**config.mk**
```make
export PLATFORM = sky130hd
export DESIGN_NAME = stream_accum_lanes_flat
export DESIGN_NICKNAME = d
export VERILOG_FILES = /design/src/rtl/stream_accum_lanes_if.sv /design/src/rtl/stream_accum_lanes.sv /design/src/flat_wrapper.sv
export SDC_FILE = /design/constraint.sdc
export NUM_CORES = 1
export LEC_CHECK = 0
export CORE_MARGIN = 2
export CORE_UTILIZATION = 40
export DETAILED_ROUTE_END_ITERATION = 16
export PLACE_DENSITY = 0.58
export RECOVER_POWER = 50
export SLEW_MARGIN = 20
export SYNTH_ARGS = -nofsm -noshare
export SYNTH_HDL_FRONTEND = slang
export SYNTH_SLANG_ARGS = --single-unit
```
**constraint.sdc**
```tcl
create_clock -name clk -period 10.2 [get_ports clk]
set_input_delay 1.53 -clock clk [delete_from_list [all_inputs] [get_ports clk]]
set_output_delay 1.53 -clock clk [all_outputs]
set_load 0.1 [all_outputs]
```
**src/rtl/stream_accum_lanes_if.sv**
```systemverilog
// Stream handshake bundle for stream_accum_lanes: input beats (si_*) and output beats (so_*).
// The design uses the slave modport; the traffic source/sink uses master.
interface stream_accum_lanes_if #(
   parameter int DATA_W = 32
);
   logic              si_valid;
   logic              si_rdy;
   logic [DATA_W-1:0] si_data;
   logic              so_valid;
   logic              so_rdy;
   logic [DATA_W-1:0] so_data;

   modport master (
      output si_valid, si_data, so_rdy,
      input  si_rdy, so_valid, so_data
   );

   modport slave (
      input  si_valid, si_data, so_rdy,
      output si_rdy, so_valid, so_data
   );
endinterface

```
**src/rtl/stream_accum_lanes.sv**
```systemverilog
// Multi-lane stream accumulator: per-lane running prefix sums (or loopback) through one register
// stage and an output FIFO. Define STREAM_ACCUM_SAT_EN for saturating adds and a sticky sat_flag.
module stream_accum_lanes #(
   parameter int DATA_W     = 32,
   parameter int FIFO_DEPTH = 16,
   parameter int CLR_BEATS  = 0
) (
   input  logic                 clk,
   input  logic                 rst,
   stream_accum_lanes_if.slave  bus,
   input  logic [1:0]           mode,
   input  logic                 acc_clr,
   output logic [31:0]          beat_cnt,
   output logic                 sat_flag
);

   localparam int LANES = DATA_W / 32;
   localparam int AW    = $clog2(FIFO_DEPTH);
   localparam logic [AW:0] PTR_INC = (AW+1)'(1);

   typedef enum logic [1:0] {
      MODE_LOOP   = 2'b00,
      MODE_PREFIX = 2'b01,
      MODE_BEAT   = 2'b10,
      MODE_RSVD   = 2'b11
   } mode_e;

   // Returns {saturated, sum}; the wrap build never reports saturation.
   function automatic logic [32:0] lane_add(input logic [31:0] a, input logic [31:0] b);
`ifdef STREAM_ACCUM_SAT_EN
      logic [32:0] s;
      s = {1'b0, a} + {1'b0, b};
      return s[32] ? {1'b1, 32'hFFFF_FFFF} : {1'b0, s[31:0]};
`else
      return {1'b0, a + b};
`endif
   endfunction

   mode_e              mode_s;
   logic               si_rdy;
   logic               accept;
   logic               fifo_rd;
   logic               so_valid;
   logic [AW+1:0]      fill;

   logic [31:0]        acc_q, acc_d;
   logic [31:0]        clr_cnt_q, clr_cnt_d;
   logic [31:0]        beat_cnt_q;
   logic               p_valid_q;
   logic [DATA_W-1:0]  p_data_q;
   logic [AW:0]        wr_ptr_q, rd_ptr_q;
   logic [DATA_W-1:0]  mem [FIFO_DEPTH];

   logic [31:0]        acc_base;
   logic [31:0]        run;
   logic [32:0]        add_r;
   logic               sat_any;
   logic [DATA_W-1:0]  sum_data;

   assign mode_s = mode_e'(mode);

   // Accepted-but-unread beats (FIFO plus pipe stage) bound acceptance, so the FIFO never overflows.
   assign fill     = {1'b0, wr_ptr_q - rd_ptr_q} + {{(AW+1){1'b0}}, p_valid_q};
   assign si_rdy   = !rst && (fill < (AW+2)'(FIFO_DEPTH));
   assign accept   = bus.si_valid && si_rdy;
   assign so_valid = (wr_ptr_q != rd_ptr_q);
   assign fifo_rd  = so_valid && bus.so_rdy;

   assign bus.si_rdy   = si_rdy;
   assign bus.so_valid = so_valid;
   assign bus.so_data  = so_valid ? mem[rd_ptr_q[AW-1:0]] : '0;
   assign beat_cnt     = beat_cnt_q;

   // NOTE: every variable written here gets a default first, so no latch can be inferred.
   always_comb begin : adder_chain
      acc_base = acc_clr ? 32'd0 : acc_q;
      run      = (mode_s == MODE_BEAT) ? 32'd0 : acc_base;
      add_r    = '0;
      sat_any  = 1'b0;
      sum_data = '0;
      for (int i = 0; i < LANES; i++) begin
         add_r    = lane_add(run, bus.si_data[32*i +: 32]);
         run      = add_r[31:0];
         sat_any  = sat_any | add_r[32];
         sum_data[32*i +: 32] = run;
      end
   end

   // A clear lands before a coincident beat; the auto-clear lands after the CLR_BEATS-th beat.
   always_comb begin : acc_next
      clr_cnt_d = acc_clr ? 32'd0 : clr_cnt_q;
      acc_d     = acc_base;
      if (accept) begin
         clr_cnt_d = clr_cnt_d + 32'd1;
         if (mode_s != MODE_LOOP) begin
            acc_d = run;
         end
         if (CLR_BEATS != 0 && clr_cnt_d == 32'(CLR_BEATS)) begin
            acc_d     = 32'd0;
            clr_cnt_d = 32'd0;
         end
      end
   end

   // NOTE: state registers use non-blocking assignments so every flop samples pre-edge values.
   always_ff @(posedge clk) begin
      if (rst) begin
         acc_q      <= '0;
         clr_cnt_q  <= '0;
         beat_cnt_q <= '0;
         p_valid_q  <= 1'b0;
         p_data_q   <= '0;
         wr_ptr_q   <= '0;
         rd_ptr_q   <= '0;
      end else begin
         acc_q     <= acc_d;
         clr_cnt_q <= clr_cnt_d;
         p_valid_q <= accept;
         if (accept) begin
            beat_cnt_q <= beat_cnt_q + 32'd1;
            p_data_q   <= (mode_s == MODE_LOOP) ? bus.si_data : sum_data;
         end
         if (p_valid_q) begin
            wr_ptr_q <= wr_ptr_q + PTR_INC;
         end
         if (fifo_rd) begin
            rd_ptr_q <= rd_ptr_q + PTR_INC;
         end
      end
   end

   // NOTE: the storage array has no reset; the pointers alone define which entries are valid.
   always_ff @(posedge clk) begin
      if (p_valid_q) begin
         mem[wr_ptr_q[AW-1:0]] <= p_data_q;
      end
   end

`ifdef STREAM_ACCUM_SAT_EN
   logic sat_q;

   always_ff @(posedge clk) begin
      if (rst) begin
         sat_q <= 1'b0;
      end else begin
         sat_q <= (acc_clr ? 1'b0 : sat_q) | (accept && mode_s != MODE_LOOP && sat_any);
      end
   end

   assign sat_flag = sat_q;
`else
   wire unused_sat = sat_any;

   assign sat_flag = 1'b0;
`endif

endmodule

```
**src/flat_wrapper.sv**
```systemverilog
// flat-port wrapper written by rule: the top's interface ports become plain ports
module stream_accum_lanes_flat 
#(
   parameter int DATA_W     = 32,
   parameter int FIFO_DEPTH = 16,
   parameter int CLR_BEATS  = 0
)
  (clk, rst, mode, acc_clr, beat_cnt, sat_flag, bus_si_valid, bus_si_data, bus_so_rdy, bus_si_rdy, bus_so_valid, bus_so_data);
  stream_accum_lanes_if #(.DATA_W(DATA_W)) bus_i ();
  input  logic clk;
  input  logic rst;
  input  logic [1:0] mode;
  input  logic acc_clr;
  output logic [31:0] beat_cnt;
  output logic sat_flag;
  input wire logic [$bits(bus_i.si_valid)-1:0] bus_si_valid;
  input wire logic [$bits(bus_i.si_data)-1:0] bus_si_data;
  input wire logic [$bits(bus_i.so_rdy)-1:0] bus_so_rdy;
  output wire logic [$bits(bus_i.si_rdy)-1:0] bus_si_rdy;
  output wire logic [$bits(bus_i.so_valid)-1:0] bus_so_valid;
  output wire logic [$bits(bus_i.so_data)-1:0] bus_so_data;
  assign bus_i.si_valid = bus_si_valid;
  assign bus_i.si_data = bus_si_data;
  assign bus_i.so_rdy = bus_so_rdy;
  assign bus_si_rdy = bus_i.si_rdy;
  assign bus_so_valid = bus_i.so_valid;
  assign bus_so_data = bus_i.so_data;
  stream_accum_lanes #(.DATA_W(DATA_W), .FIFO_DEPTH(FIFO_DEPTH), .CLR_BEATS(CLR_BEATS)) u_core (.clk(clk), .rst(rst), .bus(bus_i), .mode(mode), .acc_clr(acc_clr), .beat_cnt(beat_cnt), .sat_flag(sat_flag));
endmodule
```
==> results of run 1 <==
==> area by class of cell <==
type,instances,area [um^2],area share
Clock buffer,81,1810,0.0604
Inverter,17,66.3,0.00221
Timing Repair Buffer,129,1230,0.0409
Sequential cell,623,17600,0.586
Antenna cell,1,2.50,0.0000833
Clock inverter,34,231,0.00771
Multi-Input combinational cell,853,8020,0.267
Tap cell,855,1070,0.0356
==> layer usage <==
layer	track usage	vias to the layer above	wire, um
met2	0.304	393	30200
li1	-	6429	-
met4	0.0485	0	856
met3	0.0265	68	3360
met5	0	-	0
met1	0.256	7444	26500
==> kinds of logic (layout without fill, tap and decap cells) <==
| family | Yosys count | after routing | share of synthesized area |
|---|---|---|---|
| simple gates | 384 | 384 | 0.0764 |
| xor+xnor | 57 | 57 | 0.0192 |
| flops | 623 | 623 | 0.676 |
| mux | 163 | 163 | 0.140 |
| buf+inv | 99 | 261 | 0.0162 |
| other cells | 1 | 2 | 0.000144 |
| compound gates | 205 | 205 | 0.0507 |
| fa+ha+maj | 43 | 43 | 0.0213 |
==> worst reg2reg max path: stages, from the launching register on <==
cell and delay (ns):
dfxtp_1 0.35, inv_1 0.12, ha_1 0.19, inv_1 0.06, fa_1 0.40, a21o_1 0.18, a21oi_1 0.19, mux2i_1 0.12
nor3_2 0.17, nand2_2 0.47, inv_4 0.71, nand2_1 0.77, or2_2 0.53, a21oi_1 0.12
==> sequential cells by signal, indices dropped and copies added, names as in the netlist, named ones only <==
name / flops
u_core.wr_ptr_q: 5
u_core.mem: 512
u_core.rd_ptr_q: 5
u_core.p_valid_q: 1
u_core.beat_cnt: 32
u_core.p_data_q: 32
u_core.acc_q: 32
==> final timing paths <==
check,startpoint,endpoint,slack [ns],cells past startpoint
setup reg to reg,u_core.wr_ptr_q[0],u_core.acc_q[8],5.75,13
setup / recovery,flip-flop,bus_so_data[31],3.86,5
hold / removal,u_core.acc_q[21],u_core.acc_q[21],0.46,2
hold reg to reg,u_core.acc_q[21],u_core.acc_q[21],0.46,2
==> cells in the final DEF, fill, tap and decap left out, types with 12 or more instances in the layout <==
master and count:
xnor2_1 29, nor2_1 77, nand3_1 30, clkdlybuf4s50_1 103
buf_4 22, nor3b_1 16, ha_1 41, or3_1 18
a211oi_1 18, nor2b_1 38, o21ai_0 35, and2_1 17
a21oi_1 75, and3_1 20, clkinv_2 16, clkbuf_16 70
dfxtp_1 107, nand2_1 103, inv_1 16, edfxtp_1 512
xor2_1 28, clkbuf_1 12, nand4_1 14, mux4_2 160
==> cell usage after synthesis, drive strengths merged, types with 4 or more instances <==
| cell type | instances | area, um^2 |
|---|---|---|
| edfxtp | 512 | 15400 |
| nand2 | 104 | 393 |
| mux4 | 160 | 3600 |
| o31ai | 5 | 42.5 |
| o211ai | 7 | 52.6 |
| nor3 | 11 | 70.1 |
| nand3 | 30 | 150 |
| or3 | 18 | 113 |
| buf | 30 | 155 |
| o21a | 4 | 30.0 |
| nor2 | 80 | 303 |
| a21oi | 75 | 375 |
| inv | 17 | 66.3 |
| xnor2 | 29 | 254 |
| xor2 | 28 | 245 |
| dfxtp | 111 | 2220 |
| nor3b | 16 | 120 |
| nand4 | 17 | 143 |
| a22o | 9 | 78.8 |
| o2bb2ai | 8 | 70.1 |
| ha | 41 | 513 |
| a311oi | 8 | 70.1 |
| a31oi | 8 | 50.1 |
| nor2b | 38 | 238 |
| and3 | 20 | 125 |
| a21o | 10 | 75.1 |
| clkbuf | 52 | 199 |
| o21ai | 39 | 210 |
| and2 | 35 | 219 |
| a211oi | 19 | 148 |
==> where the power goes <==
part           switching (mW)  total [mW]  leakage (nW)  internal, mW
Clock                   0.965        2.28          1.01          1.31
Combinational           0.715        1.15          3.09         0.434
Sequential              0.126        2.99          5.62          2.86
==> metrics by stage <==
stage          std cells  setup slack, ns
3_3_place_gp        2477             4.45
5_1_grt             2592             3.72
2_1_floorplan       1575             5.75
4_1_cts             2592             3.83
6_report            2593             3.86
3_5_place_dp        2477             4.43
==> impl_results.md, run 1 <==
* Setup CP Type: reg -> out
* Area growth, synth to finish at 15.5%
* CTS root buf: clkbuf_16
* Fmax at 158 MHz
* WP data required at 8.67 ns
* DRC Markers at 0
* Cell Rows at 93
* Clk sinks at 623
* Slowest cell on crit path: clkdlybuf4s50_1
* CTS max path bufs at 3
* Sequential area share after synthesis at 0.676
* Routed len/inst at 23.5 um
* Post-CTS resize count at 0
* Vias in the first global route at 14800
* # setup viols final at 0
* Total gr overflow at 0
* Max VDD drop at 0.133 mV
* Postcts setup bufs at 0
* Clock period minus worst slack at 6.34 ns
* Cell Pwr Density at 214 nW/um^2
* Flop and latch count out of synthesis at 623
* Buffers & Inverters on Critical Path at 2
* Largest net degree at the start of global routing at 106
* Final wirelength at 61000 um
* Design area at 30000 um^2
* Slew headroom at -0.975
* CP Max Fanout at 69
* Post-synth ARST share at 0
* First-pass GRT wire length at 92100 um
* Cells after synthesis at 1575
* Most used DFF post-synth: edfxtp_1
* Post-detailed-route count of antenna-violating nets at 0
* Clock-pin slew on the worst setup and hold paths at 0.06 ns
* Final period util at 0.622
* CTS tree: built
* RSZ-0062 raised after global routing: false
* Worst-Skew Late Latency at 0.59 ns
* Static Leak at 9.72 nW
* Routability cong. at 0.864
* Max Cap Viol at 5
* Post-DP HPWL at 33400 um
* Number of flops mapped to enable cells by yosys at 512
* CORE AREA at 64300 um^2
* Max-slew violation count at 135
* Crit-path cells: buf_4 > mux4_2 > mux4_2 > nor2b_1 > clkdlybuf4s50_1
* Netlist cell types at 66
* Critical Path Max Stage Delay at 1.21 ns
* Routed vias/inst at 5.53
* Port buffer count at 104
* Hold_buf cts at 0
* Full die area at 67100 um^2
* Failing checks: capacitance limit, slew limit
* Mapped cell area at 26000 um^2
* Layout fillers at 5514
* Initial antenna violation count at 2
* H-tree depth at 3
* Worst hold margin at 0.455 ns
* CP Launch Type: flip-flop
* Total power at 6.41 mW
* Worst-Margin Slew at 2.96 ns
* Top cell family by delay on the critical path: buffers and inverters
* Critical Path AT at 4.81 ns
* Die W at 259 um
* First drt pass iteration count at 5
* Run status: finished, violations left
* Chip Height at 259 um
* Initial core utilization at 0.404
* Hold Crit Class: reg -> reg
* Layout cells sized above 1 at 0.182
* Total I/O pin count at 106
* Mean Syn Cell Area at 16.5 um^2
* Final hold vios at 0
* Number of buffers created by CTS at 66
* Mapped Nets at 1657
* Setup TNS at 0 ns
* DRT iter0 DRCs at 1309
* Final core occ at 0.467
* CP endpoint kind: output pin
* Final layout net count at 1772
* Clock skew at 0.0193 ns
* Most used cell, CP: mux4_2
* Number of synthesis warnings at 0
* Post-placement cell area at 28000 um^2
* Gr usage total at 0.184
* Via Count at 14300
Note: power is estimated with default switching activity, not from simulation.
==> inputs of run 2 (changes only) <==
==> constraint.sdc (replaced) <==
create_clock -name clk -period 6.3 [get_ports clk]
set_input_delay 0.945 -clock clk [delete_from_list [all_inputs] [get_ports clk]]
set_output_delay 0.945 -clock clk [all_outputs]
set_load 0.1 [all_outputs]
==> run 2 against run 1 <==
  * The flow still finishes with violations (capacitance limit, slew limit)
  * Register-to-register slack got worse by 3.8 ns
  * Die area unchanged
  * Critical path depth did not move
  * Clock skew down 0.0031 ns
  * Sequential share of layout area shrank 0.15 points
  * Worst hold slack better by 0.011 ns
  * Worst setup slack worse by 2.6 ns
  * Final cell count is 0.31% higher
==> impl_results.md, run 2 (same netlist as run 1, synthesis figures left out) <==
* Run status: finished, violations left
* Failing checks: capacitance limit, slew limit
* Switch share at 0.282 (about the same)
* Vias in the first global route at 14700 (-0.39%)
* Max-slew violation count at 120 (-11%)
* CORE AREA at 64300 um^2 (unchanged)
* Final layout net count at 1779 (+0.40%)
* Gr usage total at 0.183 (-0.000590)
* Slew headroom at -0.861 (+0.114)
* Setup TNS at 0 ns (unchanged)
* Number of buffers created by CTS at 67 (+1.5%)
* CP Max Fanout at 54 (-22%)
* CTS tree: built
* Initial antenna violation count at 2 (unchanged)
* Clock skew at 0.0162 ns (-0.00309 ns)
* Setup CP Type: in -> out
* Routed vias/inst at 5.43 (-1.7%)
* CP endpoint kind: output pin
* Slowest cell on crit path: clkbuf_1
* Sequential power share at 0.463 (-0.003)
* Net Sw Power at 2.94 mW (+63%)
* Crit-path cells: clkbuf_1 > nor2b_1 > mux2i_1 > nor3_2 > clkdlybuf4s50_1
* Final core occ at 0.468 (+0.00122)
* Chip Height at 259 um (unchanged)
* CTS root buf: clkbuf_16
* Final hold vios at 0 (unchanged)
* Largest net degree at the start of global routing at 63 (-41%)
* Routed len/inst at 23.4 um (-0.64%)
* Clock period minus worst slack at 5.09 ns
* Static Leak at 9.75 nW (+0.33%)
* Commonest non-fill, non-tap cell in the layout: edfxtp_1
* Fmax at 196 MHz
* Final period util at 0.808
* Hold_buf cts at 0 (unchanged)
* R2r setup slk at 1.92 ns (-3.83 ns)
* WP data required at 5.35 ns (-3.32 ns)
* Post-detailed-route count of antenna-violating nets at 0 (unchanged)
* First-pass GRT wire length at 91500 um (-0.65%)
* Post-DP HPWL at 35000 um (+4.9%)
* Ant diodes at 0 (-1)
* Combinational fraction of design power at 0.181 (+0.002)
* Clk sinks at 623 (unchanged)
* Area growth, synth to finish at 15.8%
* Initial core utilization at 0.404 (unchanged)
* Cell Pwr Density at 346 nW/um^2 (+62%)
* Full die area at 67100 um^2 (unchanged)
* Hold Crit Class: reg -> reg
* Buffers & Inverters on Critical Path at 2 (unchanged)
* Max VDD drop at 0.197 mV (+49%)
* Worst-Margin Slew at 2.79 ns (-0.171 ns)
* Critical Path AT at 4.15 ns (-0.66 ns)
* Clock-pin slew on the worst setup and hold paths at 0.06 ns (about the same)
* Max Cap Viol at 4 (-1)
* Power Internal at 7.48 mW (+62%)
* First drt pass iteration count at 5 (unchanged)
* Postcts setup bufs at 0 (unchanged)
* RSZ-0062 raised after global routing: false
* CP Launch Type: primary input
* Clock Power Share at 0.356 (about the same)
* Commonest non-fill, non-tap cells in the layout: edfxtp_1 (512), mux4_2 (160), dfxtp_1 (107)
* Worst-Skew Late Latency at 0.59 ns (about the same)
* Total power at 10.4 mW (+62%)
* Total I/O pin count at 106 (unchanged)
* H-tree depth at 3 (unchanged)
* CTS max path bufs at 3 (unchanged)
* Final wirelength at 60800 um (-0.34%)
* Top cell family by delay on the critical path: buffers and inverters
* Die W at 259 um (unchanged)
* Critical Path Max Stage Delay at 1.74 ns (+0.53 ns)
* Layout cells sized above 1 at 0.181 (-0.000938)
* # setup viols final at 0 (unchanged)
* Largest register FFs at 512 (unchanged)
* Cell Rows at 93 (unchanged)
* DRC Markers at 0 (unchanged)
* Port buffer count at 104 (unchanged)
* Post-CTS resize count at 0 (unchanged)
* Total gr overflow at 0 (unchanged)
* Via Count at 14100 (-1.4%)
* Layout fillers at 5464 (-0.91%)
* DRT iter0 DRCs at 1041 (-20%)
* Routability cong. at 0.866 (+0.28%)
==> run 2: cell types whose count changed in the layout (fill, tap and decap cells not counted), sizes merged <==
cell / previous run / this run
bufinv: 2 / 3
clkinvlp: 3 / 2
inv: 19 / 23
clkinv: 27 / 22
diode: 1 / 0
buf: 23 / 30
clkbuf: 84 / 87
==> run 2: power by group through the flow <==
| stage | Combinational (mW) | Sequential [mW] | Clock (mW) |
|---|---|---|---|
| final | 1.89 | 4.82 | 3.71 |
| after global routing | 2.01 | 4.85 | 3.97 |
| after CTS | 1.93 | 4.82 | 3.81 |
| after detailed placement | 1.93 | 4.91 | 0 |
| after global placement | 1.93 | 4.89 | 0 |
| after floorplan | 1.49 | 4.81 | 0 |
==> run 2: layout make-up <==
type	instances	area [um^2]	share of cell area
flip-flops and latches	623	17600	0.585
clock inverters	33	270	0.00897
well taps	855	1070	0.0355
repair buffers	135	1300	0.0432
clock buffers	85	1790	0.0593
multi-input cells	853	8020	0.266
inverters	17	66.3	0.00220
==> run 2: per-stage QoR <==
stage | setup slack [ns] | hold slack, ns | instances | instance area [um^2]
global placement | 1.38 | 0.448 | 2483 | 28100
floorplan | 2.34 | 0.429 | 1575 | 26000
detailed placement | 1.28 | 0.448 | 2483 | 28100
finish | 1.21 | 0.466 | 2601 | 30100
global route | 0.853 | 0.471 | 2601 | 30100
CTS | 1.30 | 0.460 | 2601 | 30100
==> run 2: final timing paths <==
kind,end,cells past startpoint,startpoint
setup / recovery,bus_si_rdy,5,rst
hold reg to reg,u_core.acc_q[18],2,u_core.acc_q[18]
hold / removal,u_core.acc_q[18],2,u_core.acc_q[18]
setup reg to reg,u_core.acc_q[8],13,u_core.wr_ptr_q[0]
==> run 2: tightest hold or removal path, cell delays in order (launching register included) <==
cell and delay [ns]:
dfxtp_1 0.32, nand3_1 0.06, nand2_1 0.04
==> run 2: layer usage <==
layer	GRT usage	share of wire
met5	0	0
met4	0.0503	0.018
met3	0.0262	0.050
met2	0.305	0.49
met1	0.253	0.44
==> inputs of run 3 (changes only) <==
==> constraint.sdc (replaced) <==
create_clock -name clk -period 5 [get_ports clk]
set_input_delay 0.75 -clock clk [delete_from_list [all_inputs] [get_ports clk]]
set_output_delay 0.75 -clock clk [all_outputs]
set_load 0.1 [all_outputs]
==> run 3 against run 2 <==
  * The run still ends with capacitance limit, slew limit left
  * Via count is 1.7% higher
  * Global-route usage is 0.47 points higher
  * Utilization is 0.093 points lower
  * Critical path depth stayed put
  * Register-to-register slack worse by 0.44 ns
  * Combinational power is 24% higher
  * Wire length is 2.5% higher
  * Clock power is 28% higher
==> impl_results.md, run 3 (same netlist as run 1, synthesis figures left out) <==
* Cell Pwr Density at 439 nW/um^2 (+27%)
* Commonest non-fill, non-tap cells in the layout: edfxtp_1 (512), mux4_2 (160), dfxtp_1 (107)
* PnR worst setup slack at 0.479 ns (-0.730 ns)
* Critical Path AT at 3.77 ns (-0.38 ns)
* Hold Crit Class: reg -> reg
* CORE AREA at 64300 um^2 (unchanged)
* Final wirelength at 62300 um (+2.5%)
* Commonest non-fill, non-tap cell in the layout: edfxtp_1
* Final hold vios at 0 (unchanged)
* Max Cap Viol at 7 (+3)
* Clock skew at 0.0290 ns (+0.0128 ns)
* Clk sinks at 623 (unchanged)
* Max VDD drop at 0.278 mV (+41%)
* Clock period minus worst slack at 4.52 ns
* CP endpoint kind: output pin
* First drt pass iteration count at 5 (unchanged)
* Chip Height at 259 um (unchanged)
* Gr usage total at 0.188 (+0.00470)
* Port buffer count at 104 (unchanged)
* Area growth, synth to finish at 15.5%
* Final layout net count at 1778 (-0.056%)
* Vias in the first global route at 15100 (+2.6%)
* Ant diodes at 0 (unchanged)
* # setup viols final at 0 (unchanged)
* Failing checks: capacitance limit, slew limit
* Postcts setup bufs at 0 (unchanged)
* Max-slew violation count at 264 (+120%)
* Worst slack at placement at 0.353 ns (-0.929 ns)
* Final core occ at 0.467 (-0.000933)
* Worst-Margin Slew at 3.11 ns (+0.322 ns)
* DRT iter0 DRCs at 1104 (+6.1%)
* DRC Markers at 0 (unchanged)
* Worst setup path end: bus_so_data[14]
* Worst r2r src: u_core.p_valid_q
* Routed vias/inst at 5.53 (+1.8%)
* Initial antenna violation count at 3 (+1)
* WP data required at 4.25 ns (-1.10 ns)
* Reg area at 17600 um^2 (unchanged)
* Slew headroom at -1.08 (-0.214)
* Placed cell count at 2482 (-0.040%)
* Post-DP HPWL at 34200 um (-2.2%)
* Reg2Reg Depth at 3 (-10)
* Static Leak at 9.79 nW (+0.32%)
* Initial core utilization at 0.404 (unchanged)
* Run status: finished, violations left
* Setup CP Type: reg -> out
* Clock-pin slew on the worst setup and hold paths at 0.06 ns (about the same)
* CP Launch Type: flip-flop
* CTS max path bufs at 3 (unchanged)
* Final period util at 0.904
* Via Count at 14400 (+1.7%)
* CTS tree: built
* R2r setup slk at 1.48 ns (-0.44 ns)
* CTS root buf: clkbuf_16
* Fmax at 221 MHz
* Hold_buf cts at 0 (unchanged)
* Layout cells sized above 1 at 0.198 (+0.0174)
* Worst r2r dst: u_core.mem[14][7]
* CP Max Fanout at 38 (-30%)
* Post-CTS resize count at 0 (unchanged)
* Post-detailed-route count of antenna-violating nets at 0 (unchanged)
* Design area at 30100 um^2 (-0.20%)
* Post-placement cell area at 28000 um^2 (-0.31%)
* RSZ-0062 raised after global routing: false
* Routability cong. at 0.879 (+1.5%)
* Cell Rows at 93 (unchanged)
* Total I/O pin count at 106 (unchanged)
* Largest net degree at the start of global routing at 82 (+30%)
* Largest register FFs at 512 (unchanged)
* Routed len/inst at 24.0 um (+2.6%)
* Die W at 259 um (unchanged)
* Setup TNS at 0 ns (unchanged)
* Total gr overflow at 0 (unchanged)
* Full die area at 67100 um^2 (unchanged)
* H-tree depth at 3 (unchanged)
* Number of buffers created by CTS at 67 (unchanged)
* Layout Cells excl Fill at 2599 (-0.077%)
* Layout fillers at 5507 (+0.79%)
* Worst-Skew Late Latency at 0.61 ns (+0.02 ns)
* First-pass GRT wire length at 93800 um (+2.5%)
* Area of the multi-input gates at 8020 um^2 (about the same)
-- run 3: layout make-up --
cell class	instances	share of cell area
timing repair buffer	134	0.0398
clock inverter	30	0.00903
multi-input combinational	853	0.267
clock buffer	87	0.0607
tap	855	0.0356
sequential	623	0.586
inverter	17	0.00221
-- run 3: worst min-delay path by stage --
stage	from	endpoint	cells past startpoint
detailed placement	u_core.acc_q[15]	u_core.acc_q[15]	2
CTS	u_core.acc_q[21]	u_core.acc_q[21]	2
global placement	u_core.acc_q[21]	u_core.acc_q[21]	2
finish	u_core.acc_q[21]	u_core.acc_q[21]	2
global route	u_core.acc_q[17]	u_core.acc_q[17]	2
floorplan	u_core.acc_q[12]	u_core.acc_q[12]	2
-- run 3: worst max-delay path, stage by stage (launching register included) --
cell	delay, ns
dfxtp_4	0.80
buf_4	0.74
mux4_2	0.61
mux4_2	0.53
nor2b_1	0.16
buf_4	0.26
-- run 3: routing by layer --
layer  up-vias  global-route usage  wire length, um
met2       363               0.321            31100
li1       6451                   -                -
met3        65              0.0244             2780
met1      7502               0.256            27500
met4         0              0.0466              874
met5         -                   0                0
-- run 3: metrics by stage --
step           power, mW  hold WS [ns]
2_1_floorplan       7.94         0.429
3_3_place_gp        8.57         0.444
3_5_place_dp        8.60         0.442
4_1_cts             13.3         0.455
5_1_grt             13.7         0.486
6_report            13.2         0.455
-- run 3: power breakdown --
part           internal, mW  leakage, nW  total, mW  switching [mW]
registers              5.83         5.62       6.11           0.272
logic                 0.867         3.15       2.34            1.47
clock network          2.74         1.01       4.76            2.02
